File: src/rtl/ex_unit_pkg.sv
// rtl/ex_unit_pkg.sv - shared opcodes, result classes, bus widths and divider state type
// No ports: imported by ex_unit_if, div_seq and ex_unit.
package ex_unit_pkg;

  localparam int REG_BUS_W      = 32;
  localparam int DREG_BUS_W     = 64;
  localparam int ALU_OP_BUS_W   = 8;
  localparam int ALU_SEL_BUS_W  = 3;
  localparam int REG_ADDR_BUS_W = 5;

  localparam logic                 RstEnable = 1'b1;
  localparam logic [REG_BUS_W-1:0] ZeroWord  = 32'h0000_0000;

  localparam logic [7:0] EXE_NOP_OP   = 8'b0000_0000;
  localparam logic [7:0] EXE_AND_OP   = 8'b0010_0100;
  localparam logic [7:0] EXE_OR_OP    = 8'b0010_0101;
  localparam logic [7:0] EXE_XOR_OP   = 8'b0010_0110;
  localparam logic [7:0] EXE_NOR_OP   = 8'b0010_0111;
  localparam logic [7:0] EXE_SLL_OP   = 8'b0111_1100;
  localparam logic [7:0] EXE_SRL_OP   = 8'b0000_0010;
  localparam logic [7:0] EXE_SRA_OP   = 8'b0000_0011;
  localparam logic [7:0] EXE_MOVZ_OP  = 8'b0000_1010;
  localparam logic [7:0] EXE_MOVN_OP  = 8'b0000_1011;
  localparam logic [7:0] EXE_MFHI_OP  = 8'b0001_0000;
  localparam logic [7:0] EXE_MTHI_OP  = 8'b0001_0001;
  localparam logic [7:0] EXE_MFLO_OP  = 8'b0001_0010;
  localparam logic [7:0] EXE_MTLO_OP  = 8'b0001_0011;
  localparam logic [7:0] EXE_SLT_OP   = 8'b0010_1010;
  localparam logic [7:0] EXE_SLTU_OP  = 8'b0010_1011;
  localparam logic [7:0] EXE_ADD_OP   = 8'b0010_0000;
  localparam logic [7:0] EXE_ADDU_OP  = 8'b0010_0001;
  localparam logic [7:0] EXE_SUB_OP   = 8'b0010_0010;
  localparam logic [7:0] EXE_SUBU_OP  = 8'b0010_0011;
  localparam logic [7:0] EXE_ADDI_OP  = 8'b0101_0101;
  localparam logic [7:0] EXE_ADDIU_OP = 8'b0101_0110;
  localparam logic [7:0] EXE_CLZ_OP   = 8'b1011_0000;
  localparam logic [7:0] EXE_CLO_OP   = 8'b1011_0001;
  localparam logic [7:0] EXE_MULT_OP  = 8'b0001_1000;
  localparam logic [7:0] EXE_MULTU_OP = 8'b0001_1001;
  localparam logic [7:0] EXE_MUL_OP   = 8'b1010_1001;
  localparam logic [7:0] EXE_DIV_OP   = 8'b0001_1010;
  localparam logic [7:0] EXE_DIVU_OP  = 8'b0001_1011;

  localparam logic [2:0] EXE_RES_NOP        = 3'b000;
  localparam logic [2:0] EXE_RES_LOGIC      = 3'b001;
  localparam logic [2:0] EXE_RES_SHIFT      = 3'b010;
  localparam logic [2:0] EXE_RES_MOVE       = 3'b011;
  localparam logic [2:0] EXE_RES_ARITHMETIC = 3'b100;
  localparam logic [2:0] EXE_RES_MUL        = 3'b101;

  typedef enum logic [1:0] {
    DIV_IDLE = 2'd0,
    DIV_BUSY = 2'd1,
    DIV_DONE = 2'd2
  } div_state_e;

  // Leading-zero count, 0..32 (32 when v is all zeros).
  function automatic logic [5:0] count_lead_zeros(input logic [31:0] v);
    logic [5:0] n;
    logic       found;
    n     = 6'd32;
    found = 1'b0;
    for (int i = 31; i >= 0; i--) begin
      if (!found && v[i]) begin
        n     = 6'(31 - i);
        found = 1'b1;
      end
    end
    return n;
  endfunction

endpackage

File: src/rtl/ex_unit_if.sv
// rtl/ex_unit_if.sv - execute-stage operand/result bundle
// master: decode/pipeline side (drives *_i, reads *_o); slave: ex_unit.
interface ex_unit_if;
  import ex_unit_pkg::*;

  logic [ALU_OP_BUS_W-1:0]   aluop_i;
  logic [ALU_SEL_BUS_W-1:0]  alusel_i;
  logic [REG_BUS_W-1:0]      reg1_i;
  logic [REG_BUS_W-1:0]      reg2_i;
  logic [REG_ADDR_BUS_W-1:0] wd_i;
  logic                      wreg_i;
  logic [REG_BUS_W-1:0]      hi_i;
  logic [REG_BUS_W-1:0]      lo_i;
  logic                      annul_i;

  logic [REG_ADDR_BUS_W-1:0] wd_o;
  logic                      wreg_o;
  logic [REG_BUS_W-1:0]      wdata_o;
  logic                      whilo_o;
  logic [REG_BUS_W-1:0]      hi_o;
  logic [REG_BUS_W-1:0]      lo_o;
  logic                      stallreq_o;

  modport master (
    output aluop_i, alusel_i, reg1_i, reg2_i, wd_i, wreg_i, hi_i, lo_i, annul_i,
    input  wd_o, wreg_o, wdata_o, whilo_o, hi_o, lo_o, stallreq_o
  );

  modport slave (
    input  aluop_i, alusel_i, reg1_i, reg2_i, wd_i, wreg_i, hi_i, lo_i, annul_i,
    output wd_o, wreg_o, wdata_o, whilo_o, hi_o, lo_o, stallreq_o
  );

endinterface

File: src/rtl/div_seq.sv
// rtl/div_seq.sv - radix-2 restoring divider, one quotient bit per cycle
// clk, rst      : clock, synchronous active-high reset
// start_i       : begin a divide (acted on only in IDLE)
// signed_i      : treat operands as two's complement
// opdata1_i/2_i : dividend / divisor
// annul_i       : abandon any divide, back to IDLE on next edge
// result_o      : {remainder, quotient}, sign-corrected
// ready_o       : result_o valid this cycle
module div_seq
  import ex_unit_pkg::*;
(
  input  logic                  clk,
  input  logic                  rst,
  input  logic                  start_i,
  input  logic                  signed_i,
  input  logic [REG_BUS_W-1:0]  opdata1_i,
  input  logic [REG_BUS_W-1:0]  opdata2_i,
  input  logic                  annul_i,
  output logic [DREG_BUS_W-1:0] result_o,
  output logic                  ready_o
);

  div_state_e  state_q, state_d;
  logic [5:0]  cnt_q, cnt_d;
  logic [31:0] quo_q, quo_d;  // dividend shifts out the top as quotient bits shift in
  logic [31:0] dvs_q, dvs_d;
  logic [31:0] rem_q, rem_d;
  logic        neg_quo_q, neg_quo_d;
  logic        neg_rem_q, neg_rem_d;

  logic        op1_neg, op2_neg;
  logic [31:0] op1_mag, op2_mag;
  logic [32:0] partial;

  always_comb begin
    op1_neg   = signed_i & opdata1_i[31];
    op2_neg   = signed_i & opdata2_i[31];
    op1_mag   = op1_neg ? (~opdata1_i + 32'd1) : opdata1_i;
    op2_mag   = op2_neg ? (~opdata2_i + 32'd1) : opdata2_i;
    partial   = {rem_q, quo_q[31]};

    state_d   = state_q;
    cnt_d     = cnt_q;
    quo_d     = quo_q;
    dvs_d     = dvs_q;
    rem_d     = rem_q;
    neg_quo_d = neg_quo_q;
    neg_rem_d = neg_rem_q;

    case (state_q)
      DIV_IDLE: begin
        if (start_i && !annul_i) begin
          dvs_d     = op2_mag;
          neg_rem_d = op1_neg;
          cnt_d     = 6'd0;
          if (opdata2_i == ZeroWord) begin
            // Quotient all ones, unsigned; remainder re-signs back to the dividend.
            quo_d     = 32'hFFFF_FFFF;
            rem_d     = op1_mag;
            neg_quo_d = 1'b0;
            state_d   = DIV_DONE;
          end else begin
            quo_d     = op1_mag;
            rem_d     = ZeroWord;
            neg_quo_d = op1_neg ^ op2_neg;
            state_d   = DIV_BUSY;
          end
        end
      end
      DIV_BUSY: begin
        if (annul_i) begin
          state_d = DIV_IDLE;
        end else begin
          if (partial >= {1'b0, dvs_q}) begin
            rem_d = 32'(partial - {1'b0, dvs_q});
            quo_d = {quo_q[30:0], 1'b1};
          end else begin
            rem_d = partial[31:0];
            quo_d = {quo_q[30:0], 1'b0};
          end
          cnt_d = cnt_q + 6'd1;
          if (cnt_q == 6'd31) state_d = DIV_DONE;
        end
      end
      DIV_DONE: state_d = DIV_IDLE;
      default:  state_d = DIV_IDLE;
    endcase
  end

  always_ff @(posedge clk) begin
    if (rst == RstEnable) begin
      state_q   <= DIV_IDLE;
      cnt_q     <= 6'd0;
      quo_q     <= ZeroWord;
      dvs_q     <= ZeroWord;
      rem_q     <= ZeroWord;
      neg_quo_q <= 1'b0;
      neg_rem_q <= 1'b0;
    end else begin
      state_q   <= state_d;
      cnt_q     <= cnt_d;
      quo_q     <= quo_d;
      dvs_q     <= dvs_d;
      rem_q     <= rem_d;
      neg_quo_q <= neg_quo_d;
      neg_rem_q <= neg_rem_d;
    end
  end

  assign result_o = {(neg_rem_q ? (~rem_q + 32'd1) : rem_q),
                     (neg_quo_q ? (~quo_q + 32'd1) : quo_q)};
  assign ready_o  = (state_q == DIV_DONE) && !annul_i;

endmodule

File: src/rtl/ex_unit.sv
// rtl/ex_unit.sv - execute stage: combinational ALU/MUL plus sequential divide
// clk, rst : clock, synchronous active-high reset
// ex       : ex_unit_if.slave (operands, HI/LO, annul in; write-back, HI/LO write, stall out)
module ex_unit
  import ex_unit_pkg::*;
(
  input  logic     clk,
  input  logic     rst,
  ex_unit_if.slave ex
);

  logic        valid_sel, div_op, div_ready, mult_signed;
  logic [63:0] div_result, mul_a, mul_b, product;
  logic [31:0] a, b, sum, diff;
  logic        add_ov, sub_ov;

  logic [4:0]  wd_c;
  logic        wreg_c, whilo_c, stall_c;
  logic [31:0] wdata_c, hi_c, lo_c;

  assign a         = ex.reg1_i;
  assign b         = ex.reg2_i;
  assign valid_sel = (ex.alusel_i <= EXE_RES_MUL);
  assign div_op    = valid_sel && ((ex.aluop_i == EXE_DIV_OP) || (ex.aluop_i == EXE_DIVU_OP));

  assign sum    = a + b;
  assign diff   = a - b;
  assign add_ov = (a[31] == b[31]) && (sum[31] != a[31]);
  assign sub_ov = (a[31] != b[31]) && (diff[31] != a[31]);

  // Sign- or zero-extend to 64 bits so one multiplier serves MUL, MULT and MULTU.
  assign mult_signed = (ex.aluop_i != EXE_MULTU_OP);
  assign mul_a       = {{32{mult_signed & a[31]}}, a};
  assign mul_b       = {{32{mult_signed & b[31]}}, b};
  assign product     = mul_a * mul_b;

  div_seq u_div (
    .clk       (clk),
    .rst       (rst),
    .start_i   (div_op),
    .signed_i  (ex.aluop_i == EXE_DIV_OP),
    .opdata1_i (a),
    .opdata2_i (b),
    .annul_i   (ex.annul_i),
    .result_o  (div_result),
    .ready_o   (div_ready)
  );

  always_comb begin
    wd_c    = ex.wd_i;
    wreg_c  = ex.wreg_i;
    wdata_c = ZeroWord;
    whilo_c = 1'b0;
    hi_c    = ex.hi_i;
    lo_c    = ex.lo_i;
    stall_c = 1'b0;

    case (ex.alusel_i)
      EXE_RES_LOGIC: begin
        case (ex.aluop_i)
          EXE_AND_OP: wdata_c = a & b;
          EXE_OR_OP:  wdata_c = a | b;
          EXE_XOR_OP: wdata_c = a ^ b;
          EXE_NOR_OP: wdata_c = ~(a | b);
          default:    wdata_c = ZeroWord;
        endcase
      end
      EXE_RES_SHIFT: begin
        case (ex.aluop_i)
          EXE_SLL_OP: wdata_c = b << a[4:0];
          EXE_SRL_OP: wdata_c = b >> a[4:0];
          EXE_SRA_OP: wdata_c = $unsigned($signed(b) >>> a[4:0]);
          default:    wdata_c = ZeroWord;
        endcase
      end
      EXE_RES_MOVE: begin
        case (ex.aluop_i)
          EXE_MFHI_OP:              wdata_c = ex.hi_i;
          EXE_MFLO_OP:              wdata_c = ex.lo_i;
          EXE_MOVZ_OP, EXE_MOVN_OP: wdata_c = a;
          default:                  wdata_c = ZeroWord;
        endcase
      end
      EXE_RES_ARITHMETIC: begin
        case (ex.aluop_i)
          EXE_ADD_OP, EXE_ADDI_OP: begin
            wdata_c = sum;
            if (add_ov) wreg_c = 1'b0;
          end
          EXE_ADDU_OP, EXE_ADDIU_OP: wdata_c = sum;
          EXE_SUB_OP: begin
            wdata_c = diff;
            if (sub_ov) wreg_c = 1'b0;
          end
          EXE_SUBU_OP: wdata_c = diff;
          EXE_SLT_OP:  wdata_c = {31'd0, $signed(a) < $signed(b)};
          EXE_SLTU_OP: wdata_c = {31'd0, a < b};
          EXE_CLZ_OP:  wdata_c = {26'd0, count_lead_zeros(a)};
          EXE_CLO_OP:  wdata_c = {26'd0, count_lead_zeros(~a)};
          default:     wdata_c = ZeroWord;
        endcase
      end
      EXE_RES_MUL: begin
        if (ex.aluop_i == EXE_MUL_OP) wdata_c = product[31:0];
      end
      default: wdata_c = ZeroWord;
    endcase

    // HI/LO writers are keyed on the opcode alone, within any known result class.
    if (valid_sel) begin
      case (ex.aluop_i)
        EXE_MTHI_OP: begin
          whilo_c = 1'b1;
          hi_c    = a;
        end
        EXE_MTLO_OP: begin
          whilo_c = 1'b1;
          lo_c    = a;
        end
        EXE_MULT_OP, EXE_MULTU_OP: begin
          whilo_c      = 1'b1;
          {hi_c, lo_c} = product;
          wreg_c       = 1'b0;
        end
        EXE_DIV_OP, EXE_DIVU_OP: begin
          wreg_c  = 1'b0;
          stall_c = !div_ready && !ex.annul_i;
          if (div_ready) begin
            whilo_c      = 1'b1;
            {hi_c, lo_c} = div_result;
          end
        end
        default: ;
      endcase
    end

    if (rst == RstEnable) begin
      wd_c    = 5'd0;
      wreg_c  = 1'b0;
      wdata_c = ZeroWord;
      whilo_c = 1'b0;
      hi_c    = ZeroWord;
      lo_c    = ZeroWord;
      stall_c = 1'b0;
    end
  end

  assign ex.wd_o       = wd_c;
  assign ex.wreg_o     = wreg_c;
  assign ex.wdata_o    = wdata_c;
  assign ex.whilo_o    = whilo_c;
  assign ex.hi_o       = hi_c;
  assign ex.lo_o       = lo_c;
  assign ex.stallreq_o = stall_c;

endmodule

File: src/flat_wrapper.sv
// flat-port wrapper written by rule: the top's interface ports become plain ports
module ex_unit_flat import ex_unit_pkg::*;
  (clk, rst, ex_aluop_i, ex_alusel_i, ex_reg1_i, ex_reg2_i, ex_wd_i, ex_wreg_i, ex_hi_i, ex_lo_i, ex_annul_i, ex_wd_o, ex_wreg_o, ex_wdata_o, ex_whilo_o, ex_hi_o, ex_lo_o, ex_stallreq_o);
  ex_unit_if ex_i ();
  input  logic clk;
  input  logic rst;
  input wire logic [$bits(ex_i.aluop_i)-1:0] ex_aluop_i;
  input wire logic [$bits(ex_i.alusel_i)-1:0] ex_alusel_i;
  input wire logic [$bits(ex_i.reg1_i)-1:0] ex_reg1_i;
  input wire logic [$bits(ex_i.reg2_i)-1:0] ex_reg2_i;
  input wire logic [$bits(ex_i.wd_i)-1:0] ex_wd_i;
  input wire logic [$bits(ex_i.wreg_i)-1:0] ex_wreg_i;
  input wire logic [$bits(ex_i.hi_i)-1:0] ex_hi_i;
  input wire logic [$bits(ex_i.lo_i)-1:0] ex_lo_i;
  input wire logic [$bits(ex_i.annul_i)-1:0] ex_annul_i;
  output wire logic [$bits(ex_i.wd_o)-1:0] ex_wd_o;
  output wire logic [$bits(ex_i.wreg_o)-1:0] ex_wreg_o;
  output wire logic [$bits(ex_i.wdata_o)-1:0] ex_wdata_o;
  output wire logic [$bits(ex_i.whilo_o)-1:0] ex_whilo_o;
  output wire logic [$bits(ex_i.hi_o)-1:0] ex_hi_o;
  output wire logic [$bits(ex_i.lo_o)-1:0] ex_lo_o;
  output wire logic [$bits(ex_i.stallreq_o)-1:0] ex_stallreq_o;
  assign ex_i.aluop_i = ex_aluop_i;
  assign ex_i.alusel_i = ex_alusel_i;
  assign ex_i.reg1_i = ex_reg1_i;
  assign ex_i.reg2_i = ex_reg2_i;
  assign ex_i.wd_i = ex_wd_i;
  assign ex_i.wreg_i = ex_wreg_i;
  assign ex_i.hi_i = ex_hi_i;
  assign ex_i.lo_i = ex_lo_i;
  assign ex_i.annul_i = ex_annul_i;
  assign ex_wd_o = ex_i.wd_o;
  assign ex_wreg_o = ex_i.wreg_o;
  assign ex_wdata_o = ex_i.wdata_o;
  assign ex_whilo_o = ex_i.whilo_o;
  assign ex_hi_o = ex_i.hi_o;
  assign ex_lo_o = ex_i.lo_o;
  assign ex_stallreq_o = ex_i.stallreq_o;
  ex_unit u_core (.clk(clk), .rst(rst), .ex(ex_i));
endmodule
File: config.mk
export PLATFORM = sky130hd
export DESIGN_NAME = ex_unit_flat
export DESIGN_NICKNAME = d
export VERILOG_FILES = /design/src/rtl/ex_unit_pkg.sv /design/src/rtl/ex_unit_if.sv /design/src/rtl/div_seq.sv /design/src/rtl/ex_unit.sv /design/src/flat_wrapper.sv
export SDC_FILE = /design/constraint.sdc
export NUM_CORES = 2
export LEC_CHECK = 0
export CAP_MARGIN = 10
export CORE_UTILIZATION = 25
export CTS_BUF_LIST = sky130_fd_sc_hd__clkbuf_4 sky130_fd_sc_hd__clkbuf_8
export CTS_CLUSTER_DIAMETER = 80
export DETAILED_ROUTE_END_ITERATION = 16
export HOLD_SLACK_MARGIN = 0.06
export PLACE_DENSITY_LB_ADDON = 0.1
export RECOVER_POWER = 100
export SYNTH_ARGS = -nofsm -noshare
export SYNTH_HDL_FRONTEND = slang
export SYNTH_SLANG_ARGS = --single-unit
File: constraint.sdc
create_clock -name clk -period 53.6 [get_ports clk]
set_input_delay 16.08 -clock clk [delete_from_list [all_inputs] [get_ports clk]]
set_output_delay 16.08 -clock clk [all_outputs]
set_load 0.05 [all_outputs]
==> metrics.log <==
INFO  metric outcome = complete, but fails checks
INFO  metric failing_checks = max-capacitance violations, max-slew violations
INFO  metric finalWeightedCongestion = 1.014
INFO  metric avgViaCountPerCell = 5.353
INFO  metric cts_post_setup_buffers_inserted = 0
INFO  metric gr-usage-all-layers = between 20% and 30%
INFO  metric holdCritPathClass = flop to flop
INFO  metric critPathArrivalTime = between 30 and 40 ns
INFO  metric rr_startpoint = u_core.u_div.state_q[1]
INFO  metric final_core_util = 27.81%
INFO  metric ys.flop_type = sky130_fd_sc_hd__dfxtp_1
INFO  metric fill_cells = 25560
INFO  metric clock_pin_transition_on_the_worst_setup_and_hold_timing_paths = 0.12 ns
INFO  metric transition_time_at_the_pin_with_the_least_slew_margin = ~3.9 ns
INFO  metric synth.yosys.warnings = 0
INFO  metric count_of_routing_violations_after_the_opening_detailed_route_iteration = between 5000 and 6000
INFO  metric core_area = around 230000 sq um
INFO  metric drcViolationCount = 0
INFO  metric cts.sinks = 106
INFO  metric buffer_ports.inserted = 251
INFO  metric final_period_minus_worst_setup_slack = 46.57 ns
INFO  metric min_delay_path_depth = 2
INFO  metric cts_buffers = 9
INFO  metric syn_to_final_growth = 10.25%
INFO  metric cts_max_level = 3
INFO  metric synth_cells = roughly 7400
INFO  metric crit_required = ~38 ns
INFO  metric dp_hpwl = between 200 and 300 mm
INFO  metric timing.hold.worst_endpoint = u_core.u_div.dvs_q[31]
INFO  metric cap_viol_max_count = 10
INFO  metric cp-start-kind = input pin
INFO  metric ys_seq_area_share = 3.607%
INFO  metric routedWlPerCell = 32.78 um
INFO  metric final_layout_size_suffix_gt1_share = 5.361%
INFO  metric routed_wl = 345.1 mm
INFO  metric initial_core_util = 25.23%
INFO  metric rows = 177
INFO  metric num-nets-final = 9003
INFO  metric timing.final.setup_violations = 0
INFO  metric synth_edf_count = 0
INFO  metric detailed_route_via_count = 56360
INFO  metric clk_root_buffer_cell = sky130_fd_sc_hd__clkbuf_8
INFO  metric cts_repair_resize_count = 0
INFO  metric die-width = 487.1 um
INFO  metric first_global_vias = between 50000 and 60000
INFO  metric antenna_found_initial = 33
INFO  metric pin_count = 252
INFO  metric clock_path_buffers = 2
INFO  metric grt_first_pass_wirelength = 480.7 mm
INFO  metric rsz0062_at_grt = false
INFO  metric hold_violations = 0
INFO  metric synth.ff_latch_count = 106
INFO  metric grt_max_degree = 77
INFO  metric relSlewSlack = -163.0%
INFO  metric final.setup_skew = 0.02805 ns
INFO  metric post_route_fraction_of_the_period_consumed_by_the_critical_path = between 80% and 90%
INFO  metric achievable-frequency = ~0.021 GHz
INFO  metric timing_max_transition_violations_final = 434
INFO  metric async_flop_share = 0%
INFO  metric layout.cells.most_common_list = sky130_fd_sc_hd__inv_1, sky130_fd_sc_hd__fa_1, sky130_fd_sc_hd__nand2_1, sky130_fd_sc_hd__nor2_1, sky130_fd_sc_hd__ha_1
INFO  metric post_cts_hold_buffer_count = 0
INFO  metric synth.cell_area = 58830 sq um
INFO  metric critical_path_peak_fanout = 36
INFO  metric postSynthNetCount = 9064
INFO  metric tritoncts = yes
INFO  metric dr_pass1_iterations = 9
INFO  metric synth.distinct_cells = 98
INFO  metric die_y = 487.1 um
INFO  metric clk_latency = 0.46 ns
INFO  metric reg2regPathDepth = 4
INFO  metric post_synth.cell_area_avg = 7.904 sq um
INFO  metric worst_r2r_endpoint = u_core.u_div.dvs_q[31]
INFO  metric timing_worst_setup_path_type = input pin to output pin
INFO  metric leading_cell_type_in_the_layout_fill_and_taps_excluded = sky130_fd_sc_hd__inv_1
INFO  metric die-area = 237300 sq um
INFO  metric antenna_violating_nets_post_route = 0
INFO  metric crit_path_end_kind = output pin
INFO  metric globalRouteOverflowTotal = 0
INFO  metric hold_path_startpoint = u_core.u_div.dvs_q[31]
INFO  metric finalSetupTns = 0 ns
INFO  metric reg2reg_slack = 48.28 ns
kinds of logic (layout without fill, tap and decap cells):
logic type / Yosys count / in the layout / share of synthesized area, %
adder cells (fa/ha/maj): 1473 / 1473 / 45.72
other: 0 / 9 / 0
multiplexers: 144 / 144 / 3.339
AND/OR/NAND/NOR: 2235 / 2235 / 16.11
buffers and inverters: 1858 / 1802 / 11.93
AO/OA/AOI/OAI: 1406 / 1406 / 16.01
flip-flops: 106 / 106 / 3.607
XOR/XNOR: 221 / 221 / 3.290
flip-flops by register name, summed over array words and instances, names as in the netlist:
signal,count
u_core.u_div.cnt_q,6
u_core.u_div.quo_q,32
u_core.u_div.dvs_q,32
u_core.u_div.state_q,2
u_core.u_div.rem_q,32
u_core.u_div.neg_rem_q,1
u_core.u_div.neg_quo_q,1
critical path, stage by stage:
cell and delay (ns):
sky130_fd_sc_hd__buf_2 0.07, sky130_fd_sc_hd__clkbuf_1 2.09, sky130_fd_sc_hd__clkinv_1 1.62, sky130_fd_sc_hd__nor2_1 0.42
sky130_fd_sc_hd__fa_1 0.44, sky130_fd_sc_hd__inv_1 0.11, sky130_fd_sc_hd__fa_1 0.49, sky130_fd_sc_hd__fa_1 0.52
sky130_fd_sc_hd__fa_1 0.59, sky130_fd_sc_hd__fa_1 0.46, sky130_fd_sc_hd__fa_1 0.46, sky130_fd_sc_hd__fa_1 0.51
sky130_fd_sc_hd__inv_1 0.05, sky130_fd_sc_hd__fa_1 0.55, sky130_fd_sc_hd__ha_1 0.56, sky130_fd_sc_hd__and3_1 0.50
sky130_fd_sc_hd__nand3_1 0.19, sky130_fd_sc_hd__a2111oi_0 1.44, sky130_fd_sc_hd__buf_4 0.39, sky130_fd_sc_hd__nor2_1 0.15
sky130_fd_sc_hd__o31ai_2 0.40, sky130_fd_sc_hd__a21boi_0 0.22, sky130_fd_sc_hd__xnor2_1 0.66, sky130_fd_sc_hd__a21oi_1 0.30
sky130_fd_sc_hd__nor3_1 0.24, sky130_fd_sc_hd__dlygate4sd3_1 0.93
per-layer routing:
metal,vias up,global-route usage [%],part of all wire [%]
met3,593,3.321,5.8
met1,29410,38.42,43
met5,-,0,0.013
met2,2476,45.61,45
met4,8,15.38,6.5
li1,23870,-,-
synthesized netlist by cell type (113+ instances only):
library cell / count / share of area [%]
sky130_fd_sc_hd__inv_1: 1304 / 8.3
sky130_fd_sc_hd__fa_1: 1128 / 38
sky130_fd_sc_hd__nand2_1: 1024 / 6.5
sky130_fd_sc_hd__nor2_1: 735 / 4.7
sky130_fd_sc_hd__clkbuf_1: 392 / 2.5
sky130_fd_sc_hd__a21oi_1: 345 / 2.9
sky130_fd_sc_hd__ha_1: 345 / 7.3
sky130_fd_sc_hd__o21ai_0: 267 / 2.3
sky130_fd_sc_hd__xnor2_1: 137 / 2.0
sky130_fd_sc_hd__a211oi_1: 120 / 1.5
sky130_fd_sc_hd__buf_1: 119 / 0.76
sky130_fd_sc_hd__nor3_1: 113 / 0.96
per-stage QoR:
step                      worst slack, ns  hold slack, ns  cell area, sq um  cells
after floorplan                     12.07          0.4319             58830   7443
after global placement              9.976          0.4460             64660  10500
after detailed placement            9.990          0.4517             64680  10500
after CTS                           9.946          0.4682             64890  10520
after global routing                6.927          0.4853             64840  10520
final                               7.029          0.4676             64860  10530
cell type report:
cell class / count / area, sq um / share of cell area [%]
sequential: 106 / 2122 / 3.272
tap: 3132 / 3919 / 6.042
antenna: 9 / 22.52 / 0.03472
multi-input combinational: 5479 / 49800 / 76.78
clock buffer: 10 / 137.6 / 0.2122
clock inverter: 6 / 65.06 / 0.1003
inverter: 1322 / 4962 / 7.651
timing repair buffer: 464 / 3831 / 5.907
worst max path at each step:
| stage | from | end | slack [ns] | cells past startpoint |
|---|---|---|---|---|
| after CTS | ex_aluop_i[7] | ex_hi_o[11] | 9.95 | 34 |
| after global routing | ex_reg2_i[3] | ex_hi_o[11] | 6.93 | 26 |
| after global placement | ex_aluop_i[7] | ex_hi_o[11] | 9.98 | 34 |
| final | ex_reg2_i[3] | ex_hi_o[11] | 7.03 | 26 |
| after detailed placement | ex_aluop_i[7] | ex_hi_o[11] | 9.99 | 34 |
| after floorplan | ex_aluop_i[7] | ex_hi_o[24] | 12.07 | 31 |
Power is not shown: default switching activity piles up to over one toggle a cycle in this logic, so the estimate is an artifact.
